## src/rtl/mod_op_sequencer_pkg.sv

```systemverilog
// Shared encodings for the modular add/sub command sequencer: FSM states,
// command opcodes and the default modulus.
package mod_op_sequencer_pkg;

  typedef enum logic [1:0] {
    ST_IDLE  = 2'b00,
    ST_DRIVE = 2'b01,
    ST_RESP  = 2'b10
  } state_t;

  localparam logic [1:0] OP_ADD     = 2'b00;
  localparam logic [1:0] OP_SUB     = 2'b01;
  localparam logic [1:0] OP_ACC_ADD = 2'b10;
  localparam logic [1:0] OP_ACC_SUB = 2'b11;

  localparam logic [3:0] DEFAULT_M = 4'b1100;

endpackage

```

## src/rtl/mod_op_sequencer_range_chk.sv

```systemverilog
// Combinational range check: ok is high when the 4-bit value is below the modulus.
module mod_range_chk #(
  parameter logic [3:0] M = 4'b1100
) (
  input  logic [3:0] val,
  output logic       ok
);

  assign ok = (val < M);

endmodule

```

## src/rtl/mod_op_sequencer.sv

```systemverilog
// Registered command front-end for the external combinational mod-M adder/subtractor,
// with operand range checks and a running accumulator.
module mod_op_sequencer
  import mod_op_sequencer_pkg::*;
#(
  parameter logic [3:0] M = DEFAULT_M
) (
  input  logic       clk,
  input  logic       rst_n,
  input  logic       in_valid,
  output logic       in_ready,
  input  logic [1:0] in_op,
  input  logic [3:0] in_a,
  input  logic [3:0] in_b,
  input  logic       acc_clr,
  output logic       add_s,
  output logic [3:0] add_x,
  output logic [3:0] add_y,
  input  logic [3:0] add_z,
  output logic       out_valid,
  input  logic       out_ready,
  output logic [3:0] out_z,
  output logic       out_err,
  output logic [3:0] acc
);

  // Handshakes: a command moves on in_valid & in_ready at a rising edge, a
  // result on out_valid & out_ready; neither side may retract a raised valid.
  state_t     state;
  logic       acc_op;
  logic [3:0] x_sel;
  logic       x_ok;
  logic       y_ok;
  logic       z_ok;

  assign x_sel     = in_op[1] ? acc : in_a;
  assign in_ready  = (state == ST_IDLE);
  assign out_valid = (state == ST_RESP);

  mod_range_chk #(.M(M)) u_chk_x (.val(x_sel), .ok(x_ok));
  mod_range_chk #(.M(M)) u_chk_y (.val(in_b),  .ok(y_ok));
  mod_range_chk #(.M(M)) u_chk_z (.val(add_z), .ok(z_ok));

  always_ff @(posedge clk or negedge rst_n) begin
    if (!rst_n) begin
      state   <= ST_IDLE;
      acc_op  <= 1'b0;
      add_s   <= 1'b0;
      add_x   <= 4'd0;
      add_y   <= 4'd0;
      out_z   <= 4'd0;
      out_err <= 1'b0;
      acc     <= 4'd0;
    end else begin
      case (state)
        ST_IDLE: begin
          if (in_valid) begin
            if (x_ok && y_ok) begin
              add_x  <= x_sel;
              add_y  <= in_b;
              add_s  <= in_op[0];
              acc_op <= in_op[1];
              state  <= ST_DRIVE;
            end else begin
              // Out-of-range operand: report immediately, the adder is never driven.
              out_z   <= 4'd0;
              out_err <= 1'b1;
              state   <= ST_RESP;
            end
          end
        end
        ST_DRIVE: begin
          out_z <= add_z;
          if (z_ok) begin
            out_err <= 1'b0;
            if (acc_op) acc <= add_z;
          end else begin
            out_err <= 1'b1;
          end
          state <= ST_RESP;
        end
        ST_RESP: begin
          if (out_ready) state <= ST_IDLE;
        end
        default: state <= ST_IDLE;
      endcase
      // Placed last so a clear overrides a same-cycle accumulator write.
      if (acc_clr) acc <= 4'd0;
    end
  end

endmodule

```

## config.mk

```make
export PLATFORM = sky130hd
export DESIGN_NAME = mod_op_sequencer
export DESIGN_NICKNAME = d
export VERILOG_FILES = /design/src/rtl/mod_op_sequencer_pkg.sv /design/src/rtl/mod_op_sequencer_range_chk.sv /design/src/rtl/mod_op_sequencer.sv
export SDC_FILE = /design/constraint.sdc
export NUM_CORES = 1
export LEC_CHECK = 0
export ABC_AREA = 1
export CORE_AREA = 2 2 54 56
export DETAILED_ROUTE_END_ITERATION = 7
export DIE_AREA = 0 0 56 58
export PLACE_DENSITY = 0.71
export SLEW_MARGIN = 25
export SYNTH_ARGS = -nofsm -noshare
export SYNTH_HDL_FRONTEND = slang
export SYNTH_SLANG_ARGS = --single-unit
```

## constraint.sdc

```tcl
create_clock -name clk -period 1.3 [get_ports clk]
set_clock_uncertainty 0.2 [all_clocks]
set_input_delay 0.13 -clock clk [delete_from_list [all_inputs] [get_ports clk]]
set_output_delay 0.13 -clock clk [all_outputs]
set_load 0.02 [all_outputs]
```

==> results.yml <==
run_status:
  outcome: "finished with violations"
  violations: "negative setup slack"
clocking:
  cts_sinks: 21
  insertion_delay_ns: 0.31
  cts-buffers-inserted: 3
  clk_pin_slew_ns: 0.12
  cts_tree: "done"
  h-tree-depth: 1
  clockBufferDepth: 2
  clock-root-buffer: "clkbuf_4"
yosys:
  ys_types: 16
  seq_area_frac_synth_pct: 55.5
  yosys_warnings: 0
  netlist_area_um2: 947
  synthCells: 112
  syn_area_per_cell_um2: 8.46
  synth_nets: 131
  ys_ff_latch: 21
worst_setup_path:
  reg2reg_from: "state[1]"
  crit_top_cell: "nand2_1"
  critPathCaptureType: "register"
  path_class: "register to register"
  path_cells: "inv_2, nand2_2, nor2_4, buf_6, nand3_4, nand2_1, nand2_1"
  critPathMaxStageDelay_ns: 0.41
  crit_arrival_ns: 1.43
  critPathSlowestCell: "dfrtp_1"
  r2r_cells: 7
  critPathBufInv: 2
  crit_path_start_kind: "register"
  r2r_end: "add_y[3]"
  path_max_fanout: 7
  cp_top_family: "simple AND/OR/NAND/NOR gates"
  rrSetupSlack_ns: -0.11
  crit_path_start: "state[1]"
  critical_path_required_ns: 1.32
drt:
  drtPass1Iterations: 4
  num_vias: 928
  routed_wl_um: 2450
  viasPerCell: 4.59
  avgRoutedWirePerCell_um: 12.1
  initialDrtViolationCount: 18
  antenna_left: 0
  drc: 0
pwr:
  power.share.sequential_pct: 39.0
  power_density_nw_per_um2: 1690
  p_comb_share_pct: 48.8
  peakVddDrop_mv: 1.04
  p_int_w: 0.00153
  power.share.clock_pct: 12.2
  leakagePower_nw: 0.856
  p_switching_w: 0.00112
  swShare_pct: 42.2
worst_hold_path:
  hold_class: "primary input to register"
  worstHoldStart: "in_op[0]"
  holdPathEnd: "add_s"
  hold_depth: 3
grt:
  overflow: 0
  antenna_found_initial: 0
  grt_pass1_vias: 932
  grt_max_degree: 22
  track_usage_pct: 15.5
  grt_pass1_wl_um: 3880
timing:
  post-route-period-util_pct: 109
  hold_viol_final: 0
  fmax_mhz: 707
  rsz0062_at_grt: "true"
  relSlewSlack_pct: 80.3
  worstMarginPinSlew_ns: 0.294
  finalSetupViolations: 17
  slew_violations: 0
  holdWs_ns: 0.165
  worst_slack_ns: -0.115
  finalCriticalPeriod_ns: 1.41
layout:
  fill_cells: 252
  final_cell_mix: "nand2_1 (33), dfrtp_1 (19), buf_2 (18)"
  syn2layout_area_growth_pct: 65.3
  layout_commonest_cell: "nand2_1"
  drive_gt1_share_pct: 48.0
  fin_nets: 191
  diodes: 0
flow_run:
  drv_cap: 0
placement:
  dp_slack_ns: -0.379
  gp_congestion: 0.688
  placement.io_buffers: 38
  dp_hpwl_um: 1730
floorplanning:
  die_h_um: 58
  start_util_pct: 35.6
  coreArea_um2: 2660
  num_io_pins: 39
  rows: 19
  die_w_um: 56
  fp.dieArea_um2: 3250
==> state kept, by name, summed over array words and instances, names as in the netlist <==
name     cells
acc          4
add_x        4
add_y        4
out_z        4
state        2
acc_op       1
add_s        1
out_err      1
==> metal layers <==
| metal | vias to the layer above | share of wire [%] | GRT usage (%) |
|---|---|---|---|
| met4 | 0 | 2.3 | 7.14 |
| met2 | 25 | 52 | 28.7 |
| met3 | 4 | 4.5 | 1.79 |
| met5 | - | 0 | 0 |
| met1 | 432 | 41 | 18.1 |
| li1 | 467 | - | - |
==> tightest hold or removal path, cell delays in order <==
cell and delay [ns]:
clkdlybuf4s50_1 0.41, nand2_2 0.07, nand2_1 0.04
==> worst max-delay path by stage <==
stage	endpoint	cells past startpoint
after CTS	acc[0]	8
after floorplan	add_x[2]	7
final	add_y[3]	7
after global placement	add_y[0]	8
after global routing	acc[1]	8
after detailed placement	add_y[1]	8
==> kinds of logic after synthesis <==
kind of cell / synth area share [%]
and+or+nand+nor: 31.8
DFF: 55.5
buffers and inverters: 6.08
AOI/OAI and AO/OA: 6.61
==> per-stage QoR <==
step / setup TNS [ns] / cell area [µm²] / total power, W / util [%] / cells
after floorplan: 0 / 960 / 0.00166 / - / 112
after detailed placement: -6.32 / 1450 / 0.00232 / 54.5 / 191
after global routing: -3.07 / 1570 / 0.00282 / 58.8 / 202
final: -1.48 / 1570 / 0.00265 / 58.8 / 202
after global placement: -5.51 / 1450 / 0.00230 / 54.5 / 191
after CTS: -0.903 / 1500 / 0.00255 / 56.4 / 198
==> repair_timing <==
item	in CTS	in global routing
resized for setup	101	22
setup buffers	1	4
pin swaps	9	9
hold buffers	1	0
endpoints found under the setup margin	37	26
endpoints found under the hold margin	21	0
gates cloned	1	0
==> layout make-up <==
cell class	count	area, µm²	share of cell area (%)
Sequential cell	21	528	33.7
Multi-Input combinational cell	79	489	31.3
Timing Repair Buffer	55	429	27.4
Inverter	12	52.6	3.36
Tap cell	31	38.8	2.48
Clock buffer	3	22.5	1.44
Clock inverter	1	5.00	0.320
==> cells in the mapped netlist <==
| master | instances | area share [%] |
|---|---|---|
| nand2_1 | 52 | 21 |
| dfrtp_1 | 21 | 55 |
| inv_1 | 10 | 4.0 |
| nand3_1 | 7 | 3.7 |
| nand2_2 | 4 | 2.6 |
| o21ai_0 | 4 | 2.1 |
| nor2_1 | 3 | 1.2 |
| o21ai_2 | 3 | 2.8 |
| a21oi_2 | 1 | 0.92 |
| buf_6 | 1 | 1.2 |
| clkinv_2 | 1 | 0.53 |
| inv_2 | 1 | 0.40 |
| nand2_4 | 1 | 1.2 |
| nand3_4 | 1 | 1.8 |
| nor2_2 | 1 | 0.66 |
| o211ai_1 | 1 | 0.79 |
==> power groups by stage <==
| stage | Clock, W | Sequential (W) | Combinational (W) |
|---|---|---|---|
| 2_1_floorplan | 0 | 0.00126 | 0.000400 |
| 3_3_place_gp | 0 | 0.00102 | 0.00127 |
| 3_5_place_dp | 0 | 0.00102 | 0.00129 |
| 4_1_cts | 0.000327 | 0.00101 | 0.00121 |
| 5_1_grt | 0.000364 | 0.00106 | 0.00139 |
| 6_report | 0.000323 | 0.00103 | 0.00129 |
(Power assumes the default switching activity.)
